## src/rtl/uart_tx_io_if.sv

```systemverilog
// rtl/uart_tx_io_if.sv - Core-side store/status bundle for the UART transmitter
//
// Purpose: groups the store strobe, store data, overflow clear and the UART
// line/status outputs so the core and the transmitter connect through one port.
// Signals:
//   wr_en_i    core -> uart  one-cycle store strobe from the I/O address decode
//   wr_data_i  core -> uart  store data (bits [7:0] carry the byte)
//   ovf_clr_i  core -> uart  clears the sticky overflow flag
//   tx_o       uart -> pad   serial line, 8N1, LSB first, idle high
//   busy_o     uart -> core  FIFO non-empty or frame in progress
//   full_o     uart -> core  FIFO holds FIFO_DEPTH entries
//   count_o    uart -> core  FIFO occupancy
//   ovf_o      uart -> core  sticky "a write was dropped" flag
interface uart_tx_io_if #(
  parameter int FIFO_DEPTH = 8
);
  localparam int CW = $clog2(FIFO_DEPTH) + 1;

  logic          wr_en_i;
  logic [31:0]   wr_data_i;
  logic          ovf_clr_i;
  logic          tx_o;
  logic          busy_o;
  logic          full_o;
  logic [CW-1:0] count_o;
  logic          ovf_o;

  modport master (
    output wr_en_i, wr_data_i, ovf_clr_i,
    input  tx_o, busy_o, full_o, count_o, ovf_o
  );

  modport slave (
    input  wr_en_i, wr_data_i, ovf_clr_i,
    output tx_o, busy_o, full_o, count_o, ovf_o
  );
endinterface

```

## src/rtl/uart_tx_io.sv

```systemverilog
// rtl/uart_tx_io.sv - Memory-mapped UART transmitter with transmit FIFO
//
// Purpose: accepts bytes from core stores into a FIFO and serialises them as
// 8N1 frames, LSB first, CLKS_PER_BIT clocks per bit, with back-to-back frames
// when the FIFO has more data at the end of a stop bit.
// Ports:
//   clk_i   system clock, rising edge
//   rstn_i  asynchronous active-low reset
//   bus     uart_tx_io_if.slave (store strobe/data, overflow clear, line and status)
module uart_tx_io #(
  parameter int CLKS_PER_BIT = 868,
  parameter int FIFO_DEPTH   = 8
) (
  input  logic        clk_i,
  input  logic        rstn_i,
  uart_tx_io_if.slave bus
);
  localparam int              AW        = $clog2(FIFO_DEPTH);
  localparam int              CW        = AW + 1;
  localparam logic [15:0]     BAUD_LAST = 16'(CLKS_PER_BIT - 1);
  localparam logic [CW-1:0]   DEPTH_C   = CW'(FIFO_DEPTH);

  typedef enum logic [1:0] {IDLE, START, DATA, STOP} state_t;

  state_t        state_q;
  logic [15:0]   baud_q;
  logic [2:0]    bit_q;
  logic [7:0]    shift_q;
  logic          tx_q;
  logic          lead_q;

  logic [7:0]    mem_q [FIFO_DEPTH];
  logic [AW-1:0] rptr_q;
  logic [AW-1:0] wptr_q;
  logic [CW-1:0] count_q;
  logic [CW-1:0] count_d;
  logic          ovf_q;
  logic          ovf_d;

  logic          baud_end;
  logic          fifo_nempty;
  logic          full;
  logic          pop;
  logic          push;
  logic          drop;
  logic          unused_hi;

  assign unused_hi   = ^bus.wr_data_i[31:8];

  assign baud_end    = (baud_q == BAUD_LAST);
  assign fifo_nempty = (count_q != '0);
  assign full        = (count_q == DEPTH_C);

  // The FSM takes the head byte either from idle or at the last cycle of a
  // stop bit; a same-edge pop frees a slot, so a write to a full FIFO is
  // still accepted on that edge.
  assign pop  = fifo_nempty && ((state_q == IDLE) || ((state_q == STOP) && baud_end));
  assign push = bus.wr_en_i && (!full || pop);
  assign drop = bus.wr_en_i && full && !pop;

  always_comb begin
    count_d = count_q;
    if (push && !pop) begin
      count_d = count_q + CW'(1);
    end else if (pop && !push) begin
      count_d = count_q - CW'(1);
    end
  end

  // A drop on the same edge as a clear wins, so no overflow event is lost.
  always_comb begin
    ovf_d = ovf_q;
    if (drop) begin
      ovf_d = 1'b1;
    end else if (bus.ovf_clr_i) begin
      ovf_d = 1'b0;
    end
  end

  always_ff @(posedge clk_i or negedge rstn_i) begin
    if (!rstn_i) begin
      rptr_q  <= '0;
      wptr_q  <= '0;
      count_q <= '0;
      ovf_q   <= 1'b0;
    end else begin
      if (push) wptr_q <= wptr_q + AW'(1);
      if (pop)  rptr_q <= rptr_q + AW'(1);
      count_q <= count_d;
      ovf_q   <= ovf_d;
    end
  end

  // Storage needs no reset: occupancy alone decides which entries are valid.
  always_ff @(posedge clk_i) begin
    if (push) mem_q[wptr_q] <= bus.wr_data_i[7:0];
  end

  // tx_q always carries the line value of the bit currently being timed.
  // Leaving IDLE, the line stays high for one extra cycle (lead_q) while the
  // popped byte settles; the start bit then gets its full CLKS_PER_BIT on the
  // line. Entering START from STOP drives low on the same edge so consecutive
  // frames have no gap.
  always_ff @(posedge clk_i or negedge rstn_i) begin
    if (!rstn_i) begin
      state_q <= IDLE;
      baud_q  <= '0;
      bit_q   <= '0;
      shift_q <= '0;
      tx_q    <= 1'b1;
      lead_q  <= 1'b0;
    end else begin
      case (state_q)
        IDLE: begin
          tx_q   <= 1'b1;
          baud_q <= '0;
          bit_q  <= '0;
          if (pop) begin
            shift_q <= mem_q[rptr_q];
            lead_q  <= 1'b1;
            state_q <= START;
          end
        end
        START: begin
          if (lead_q) begin
            lead_q <= 1'b0;
            tx_q   <= 1'b0;
          end else if (baud_end) begin
            baud_q  <= '0;
            bit_q   <= '0;
            tx_q    <= shift_q[0];
            state_q <= DATA;
          end else begin
            baud_q <= baud_q + 16'd1;
          end
        end
        DATA: begin
          if (baud_end) begin
            baud_q <= '0;
            if (bit_q == 3'd7) begin
              tx_q    <= 1'b1;
              state_q <= STOP;
            end else begin
              bit_q   <= bit_q + 3'd1;
              shift_q <= {1'b0, shift_q[7:1]};
              tx_q    <= shift_q[1];
            end
          end else begin
            baud_q <= baud_q + 16'd1;
          end
        end
        STOP: begin
          if (baud_end) begin
            baud_q <= '0;
            if (pop) begin
              shift_q <= mem_q[rptr_q];
              tx_q    <= 1'b0;
              state_q <= START;
            end else begin
              state_q <= IDLE;
            end
          end else begin
            baud_q <= baud_q + 16'd1;
          end
        end
        default: begin
          state_q <= IDLE;
          tx_q    <= 1'b1;
        end
      endcase
    end
  end

  assign bus.tx_o    = tx_q;
  assign bus.busy_o  = (state_q != IDLE) || fifo_nempty;
  assign bus.full_o  = full;
  assign bus.count_o = count_q;
  assign bus.ovf_o   = ovf_q;
endmodule

```

## src/flat_wrapper.sv

```systemverilog
// flat-port wrapper written by rule: the top's interface ports become plain ports
module uart_tx_io_flat 
#(
  parameter int CLKS_PER_BIT = 868,
  parameter int FIFO_DEPTH   = 8
)
  (clk_i, rstn_i, bus_wr_en_i, bus_wr_data_i, bus_ovf_clr_i, bus_tx_o, bus_busy_o, bus_full_o, bus_count_o, bus_ovf_o);
  uart_tx_io_if #(.FIFO_DEPTH(FIFO_DEPTH)) bus_i ();
  input  logic clk_i;
  input  logic rstn_i;
  input wire logic [$bits(bus_i.wr_en_i)-1:0] bus_wr_en_i;
  input wire logic [$bits(bus_i.wr_data_i)-1:0] bus_wr_data_i;
  input wire logic [$bits(bus_i.ovf_clr_i)-1:0] bus_ovf_clr_i;
  output wire logic [$bits(bus_i.tx_o)-1:0] bus_tx_o;
  output wire logic [$bits(bus_i.busy_o)-1:0] bus_busy_o;
  output wire logic [$bits(bus_i.full_o)-1:0] bus_full_o;
  output wire logic [$bits(bus_i.count_o)-1:0] bus_count_o;
  output wire logic [$bits(bus_i.ovf_o)-1:0] bus_ovf_o;
  assign bus_i.wr_en_i = bus_wr_en_i;
  assign bus_i.wr_data_i = bus_wr_data_i;
  assign bus_i.ovf_clr_i = bus_ovf_clr_i;
  assign bus_tx_o = bus_i.tx_o;
  assign bus_busy_o = bus_i.busy_o;
  assign bus_full_o = bus_i.full_o;
  assign bus_count_o = bus_i.count_o;
  assign bus_ovf_o = bus_i.ovf_o;
  uart_tx_io #(.CLKS_PER_BIT(CLKS_PER_BIT), .FIFO_DEPTH(FIFO_DEPTH)) u_core (.clk_i(clk_i), .rstn_i(rstn_i), .bus(bus_i));
endmodule
```

## config.mk

```make
export PLATFORM = sky130hd
export DESIGN_NAME = uart_tx_io_flat
export DESIGN_NICKNAME = d
export VERILOG_FILES = /design/src/rtl/uart_tx_io_if.sv /design/src/rtl/uart_tx_io.sv /design/src/flat_wrapper.sv
export SDC_FILE = /design/constraint.sdc
export NUM_CORES = 1
export LEC_CHECK = 0
export ABC_CLOCK_PERIOD_IN_PS = 3700
export BUFFER_PORTS_ARGS = -buffer_cell sky130_fd_sc_hd__buf_4
export CAP_MARGIN = 20
export CORE_AREA = 4 4 103 105
export DETAILED_ROUTE_END_ITERATION = 10
export DIE_AREA = 0 0 107 109
export HOLD_SLACK_MARGIN = 0.06
export MAX_ROUTING_LAYER = met4
export PLACE_DENSITY = 0.76
export RECOVER_POWER = 100
export SETUP_SLACK_MARGIN = 0.1
export SLEW_MARGIN = 10
export SYNTH_ARGS = -nofsm -noshare
export SYNTH_HDL_FRONTEND = slang
export SYNTH_SLANG_ARGS = --single-unit
export TNS_END_PERCENT = 30
```

## constraint.sdc

```tcl
create_clock -name clk_i -period 3.7 [get_ports clk_i]
set_clock_uncertainty 0.1 [all_clocks]
set_input_delay 0.74 -clock clk_i [delete_from_list [all_inputs] [get_ports clk_i]]
set_output_delay 0.74 -clock clk_i [all_outputs]
set_load 0.005 [all_outputs]
```

==> results of run 1 <==
[kinds of logic after synthesis]
kind of cell,Yosys count,synth area share
AND/OR/NAND/NOR,100,0.1078
AO/OA/AOI/OAI,42,0.05756
adder cells (fa/ha/maj),14,0.03820
multiplexers,37,0.1235
buffers and inverters,20,0.01805
flip-flops,106,0.6219
XOR/XNOR,18,0.03297
[layer usage]
metal | track usage | wire, um
met1 | 0.2092 | 3834
met2 | 0.2747 | 4488
met3 | 0.02901 | 258
met4 | 0.06849 | 117
met5 | - | 0
[registers in the layout (all words and copies together), names as in the netlist]
signal,cells
u_core.rptr_q,3
u_core.bus.count_o,4
u_core.shift_q,8
u_core.baud_q,16
u_core.bus.ovf_o,1
u_core.mem_q,64
u_core.state_q,2
u_core.bus.tx_o,1
u_core.lead_q,1
u_core.bit_q,3
u_core.wptr_q,3
[worst max-delay path: cells and delay by family (launching register included)]
family	cells	cell delay (ns)
fa+ha+maj	2	0.45
flops	1	0.43
buf+inv	2	0.15
compound gates	3	0.62
simple gates	4	1.38
xor+xnor	2	0.28
[cells in the mapped netlist, types with 6 or more instances]
master    number
clkbuf_1       7
nand3_1       14
mux4_2        16
a21oi_1        6
nand2_1       29
xnor2_1       10
o21ai_0       18
ha_1          13
dfrtp_1       41
mux2i_1        8
mux2_1         9
nor3_1         8
nor2_1        19
inv_1         10
edfxtp_1      64
xor2_1         8
[per-stage QoR]
stage,instances,hold slack (ns)
after floorplan,337,0.3444
after global placement,491,0.3676
after detailed placement,491,0.3751
after CTS,507,0.2407
after global routing,511,0.4216
final,511,0.3949
[layout make-up]
| class | instances | area, um2 |
|---|---|---|
| clock inverters | 7 | 80.08 |
| clock buffers | 9 | 123.9 |
| well taps | 133 | 166.4 |
| fillers | 797 | 4355 |
| repair buffers | 35 | 191.4 |
| inverters | 10 | 37.54 |
| multi-input cells | 211 | 1710 |
| flip-flops and latches | 106 | 2974 |
[report_power, final]
part           internal [mW]  total [mW]  switching [mW]
Sequential              1.41        1.50          0.0912
Clock                  0.270       0.714           0.443
Combinational          0.198       0.416           0.218
[final timing paths]
check / cells past startpoint / to / startpoint
worst max-delay path: 13 / u_core.bus.count_o[3] / u_core.baud_q[4]
worst min-delay path: 1 / u_core.shift_q[6] / u_core.shift_q[6]
worst max register to register: 13 / u_core.bus.count_o[3] / u_core.baud_q[4]
worst min register to register: 1 / u_core.shift_q[6] / u_core.shift_q[6]
max in group asynchronous: 1 / u_core.lead_q / rstn_i
min in group asynchronous: 1 / u_core.baud_q[9] / rstn_i
[what timing repair did]
item | in CTS | in global routing
resized for setup | 0 | 2
buffers inserted | 0 | 4
setup endpoints to repair | 0 | 1
==> impl_metrics.json, run 1 <==
{
  "status": "finished with violations",
  "violations": "capacitance limit, slew limit",
  "io_pins": 44,
  "synth_top_cell_by_area": "edfxtp_1",
  "dp_hpwl_um": 5679,
  "grt_max_degree": 43,
  "rsz0062_at_grt": "no",
  "diodes": 0,
  "crit_chain": "or4b_1, or4_4, o211ai_4, nand2_2, inv_1, ha_1, inv_1, ha_1, a21o_1, a21oi_1, xnor2_1, nor2_1, xor2_1",
  "area_delta_synth_final_pct": 10.49,
  "synth.cell_area_um2": 4782,
  "crit_fanout": 5,
  "utilization": 0.5482,
  "fin_ws_ns": 0.1857,
  "rows": 36,
  "layout_commonest_cell": "edfxtp_1",
  "path_clk_slew_ns": 0.12,
  "ant_nets": 0,
  "maxCapViolations": 1,
  "synthTopCellsByArea": "edfxtp_1, dfrtp_1, mux4_2, ha_1, nand2_1",
  "ys_types": 55,
  "routedWlPerCell_um": 17.02,
  "insertion_delay_ns": 0.38,
  "dieHeight_um": 109,
  "drive_gt1_frac": 0.1587,
  "p_leak_nw": 2.001,
  "numCtsBuffers": 9,
  "timing.final.crit_period_ns": 3.514,
  "synth_edf_count": 64,
  "slew_viol_final": 43,
  "synth_cells": 337,
  "min_path_type": "reg2reg",
  "drt_wl_total_um": 8698,
  "synth_top_area_frac": 0.4019,
  "fmax_ghz": 0.2846,
  "clock-sinks": 106,
  "crit_slowest_cell": "or4_4",
  "worstPathRequired_ns": 3.87,
  "avgViaCountPerCell": 5.542,
  "die_w_um": 107,
  "place_ws_ns": 0.1867,
  "fin_crit_sh": 0.9498,
  "track_usage": 0.1676,
  "async_flop_share": 0.3962,
  "p_total_mw": 2.630,
  "drtPass1Iterations": 4,
  "crit_path_start_kind": "flip-flop",
  "holdBufCountCts": 0,
  "grt_pass1_vias": 2837,
  "finalSetupViolCount": 0,
  "htree_levels": 3,
  "fp.dieArea_um2": 11660,
  "vdd_drop_max_uv": 270.1,
  "cts-root-buf": "clkbuf_8",
  "final_cell_mix": "edfxtp_1, dfrtp_1, nand2_1",
  "placed_cell_area_um2": 5132,
  "ys_warn_count": 0,
  "cts_tree": "built",
  "first_iter_violations": 166,
  "core_area_um2": 9639,
  "power_density_nw_per_um2": 497.8,
  "grt_overflow": 0,
  "worstPathArrival_ns": 3.68,
  "tns_ns": 0,
  "timing.slew.headroom": -0.5146,
  "via_count": 2832,
  "grt_first_pass_wirelength_um": 14520,
  "synth-seq-cells": 106,
  "start_util": 0.4961,
  "worst_pin_slew_ns": 2.272,
  "r2r_setup_slack_ns": 0.19,
  "cts.path.max_buffers": 2,
  "crit_type": "reg2reg",
  "hold_violations": 0,
  "fin_area_um2": 5284,
  "antenna_found_initial": 0,
  "endpoint_kind": "flip-flop",
  "port-buffer-count": 19,
  "cpPeakStageDelay_ns": 0.62,
  "ys_seq_area_frac": 0.6219,
  "syn_avg_cell_area_um2": 14.19,
  "ys.flop_type": "edfxtp_1",
  "finalNetCount": 423,
  "gp_congestion": 0.8512,
  "drcViolationCount": 0,
  "synth_nets": 387
}
Power figures use the tool's default switching activity.
==> inputs of run 2 (changes only) <==
ABC_CLOCK_PERIOD_IN_PS = 3290   (was 3700)
clock period = 3.29 ns   (was 3.7 ns; I/O delays follow)
==> run 2 against run 1 <==
Against the previous run:
- the flow still finishes with violations (capacitance limit, slew limit)
- global-route usage up 0.27 points
- hold slack got worse by 0.036 ns
- final cell count rose by 2.3%
==> impl_metrics.json, run 2 (synthesis gave the netlist of run 1 again) <==
{
  "port-buffer-count": 19,
  "largestRegisters": "u_core.mem_q: 64 flops, u_core.baud_q: 16 flops, u_core.shift_q: 8 flops",
  "io_pins": 44,
  "worst_pin_slew_ns": 2.323,
  "r2r_setup_slack_ns": 0.10,
  "violations": "capacitance limit, slew limit",
  "drtPass1Iterations": 4,
  "worstSetupStartpoint": "u_core.baud_q[13]",
  "cts.path.max_buffers": 2,
  "dieHeight_um": 109,
  "ant_nets": 0,
  "worstPathRequired_ns": 3.47,
  "path_buf_inv": 2,
  "fmax_ghz": 0.3138,
  "timing.slew.headroom": -0.5485,
  "worstPathArrival_ns": 3.36,
  "diodes": 0,
  "crit_fanout": 3,
  "status": "finished with violations",
  "avgViaCountPerCell": 5.476,
  "crit_type": "reg2reg",
  "multi_input_area_um2": 1770,
  "path_clk_slew_ns": 0.10,
  "grt_max_degree": 43,
  "pwr-share-clk": 0.264,
  "r2r_end": "u_core.bus.count_o[3]",
  "cts-root-buf": "clkbuf_8",
  "worstHoldPathCells": 2,
  "largest_reg_flops": 64,
  "utilization": 0.5674,
  "combPwrFrac": 0.174,
  "first_iter_violations": 148,
  "dp_hpwl_um": 5824,
  "seq_power_share": 0.562,
  "grt_first_pass_wirelength_um": 14700,
  "core_area_um2": 9639,
  "maxCapViolations": 1,
  "slew_viol_final": 43,
  "switching_power_uw": 840.2,
  "antenna_found_initial": 0,
  "r2r_cells": 13,
  "rows": 36,
  "routedWlPerCell_um": 16.62,
  "cts_tree": "built",
  "crit_slowest_cell": "or4_4",
  "endpoint_kind": "flip-flop",
  "fin_crit_sh": 0.9685,
  "numCtsBuffers": 9,
  "crit_path_start_kind": "flip-flop",
  "drcViolationCount": 0,
  "insertion_delay_ns": 0.38,
  "regMostFlops": "u_core.mem_q",
  "cpPeakStageDelay_ns": 0.60,
  "drive_gt1_frac": 0.2359,
  "fp.dieArea_um2": 11660,
  "cpLargestDelayFamily": "simple AND/OR/NAND/NOR gates",
  "die_w_um": 107,
  "via_count": 2864,
  "start_util": 0.4961,
  "grt_overflow": 0,
  "min_path_type": "in2reg",
  "drt_wl_total_um": 8692,
  "grt_pass1_vias": 2865,
  "cp-endpoint": "u_core.bus.count_o[3]",
  "crit_cells": 13,
  "final_cells": 523,
  "finalSetupViolCount": 0,
  "final-seq-area_um2": 2974,
  "fillCellCount": 799,
  "crit_chain": "or4_4, or4_4, o211ai_4, nand2_4, inv_4, ha_4, inv_4, ha_4, a21o_1, a21oi_2, xnor2_1, nor2_1, xor2_1",
  "clock-sinks": 106,
  "swShare": 0.2791,
  "track_usage": 0.1704,
  "rsz0062_at_grt": "yes",
  "layout_commonest_cell": "edfxtp_1",
  "fin_ws_ns": 0.1037,
  "power.internal_mw": 2.171,
  "gp_congestion": 0.8477,
  "p_leak_nw": 2.101,
  "r2r-start": "u_core.baud_q[13]",
  "hold_violations": 0,
  "final_cell_mix": "edfxtp_1, dfrtp_1, buf_4",
  "timing.final.crit_period_ns": 3.186,
  "area_delta_synth_final_pct": 14.36,
  "htree_levels": 3,
  "place_ws_ns": 0.04639,
  "power_density_nw_per_um2": 550.5,
  "vdd_drop_max_uv": 406.0,
  "tns_ns": 0,
  "placed_cells": 498,
  "finalNetCount": 435
}
run 2: area by class of cell:
cell class	count	share of cell area
Sequential cell	106	0.5438
Multi-Input combinational cell	211	0.3237
Timing Repair Buffer	47	0.05765
Tap cell	133	0.03043
Clock buffer	10	0.02517
Clock inverter	6	0.01144
Inverter	10	0.007779
run 2: power by group through the flow:
stage               clock network (mW)  registers [mW]  logic, mW
floorplan                            0            1.69      0.304
global placement                     0            1.70      0.488
detailed placement                   0            1.72      0.508
CTS                              0.822            1.69      0.527
global route                     0.886            1.71      0.585
finish                           0.795            1.69      0.523
run 2: how the worst min path moves through the flow:
stage | startpoint | endpoint
6_report | bus_ovf_clr_i | u_core.bus.ovf_o
5_1_grt | bus_ovf_clr_i | u_core.bus.ovf_o
4_1_cts | rstn_i | u_core.shift_q[6]
3_5_place_dp | u_core.shift_q[2] | u_core.shift_q[2]
3_3_place_gp | u_core.shift_q[6] | u_core.shift_q[6]
2_1_floorplan | rstn_i | u_core.baud_q[0]
run 2: metal layers:
layer / track usage / routed length (um) / share of wire / vias up
met4: 0.06758 / 149 / 0.017 / 0
met5: - / 0 / 0 / -
met3: 0.03908 / 293 / 0.034 / 12
met2: 0.2680 / 4354 / 0.50 / 51
met1: 0.2171 / 3894 / 0.45 / 1441
li1: - / - / - / 1360
run 2: what timing repair did:
item,4_1_cts,5_1_grt
endpoints found under the setup margin,1,1
pin swaps,8,8
endpoints found under the hold margin,0,0
setup buffers,6,3
gates resized for setup,1,4
hold buffers,0,0
run 2: metrics by stage:
stage / instance area (um2) / power (mW) / hold slack, ns
after CTS: 5473 / 3.042 / 0.1611
after global placement: 5215 / 2.191 / 0.3690
final: 5469 / 3.011 / 0.3590
after global routing: 5469 / 3.185 / 0.3436
after detailed placement: 5215 / 2.224 / 0.3750
after floorplan: 4812 / 1.997 / 0.2624
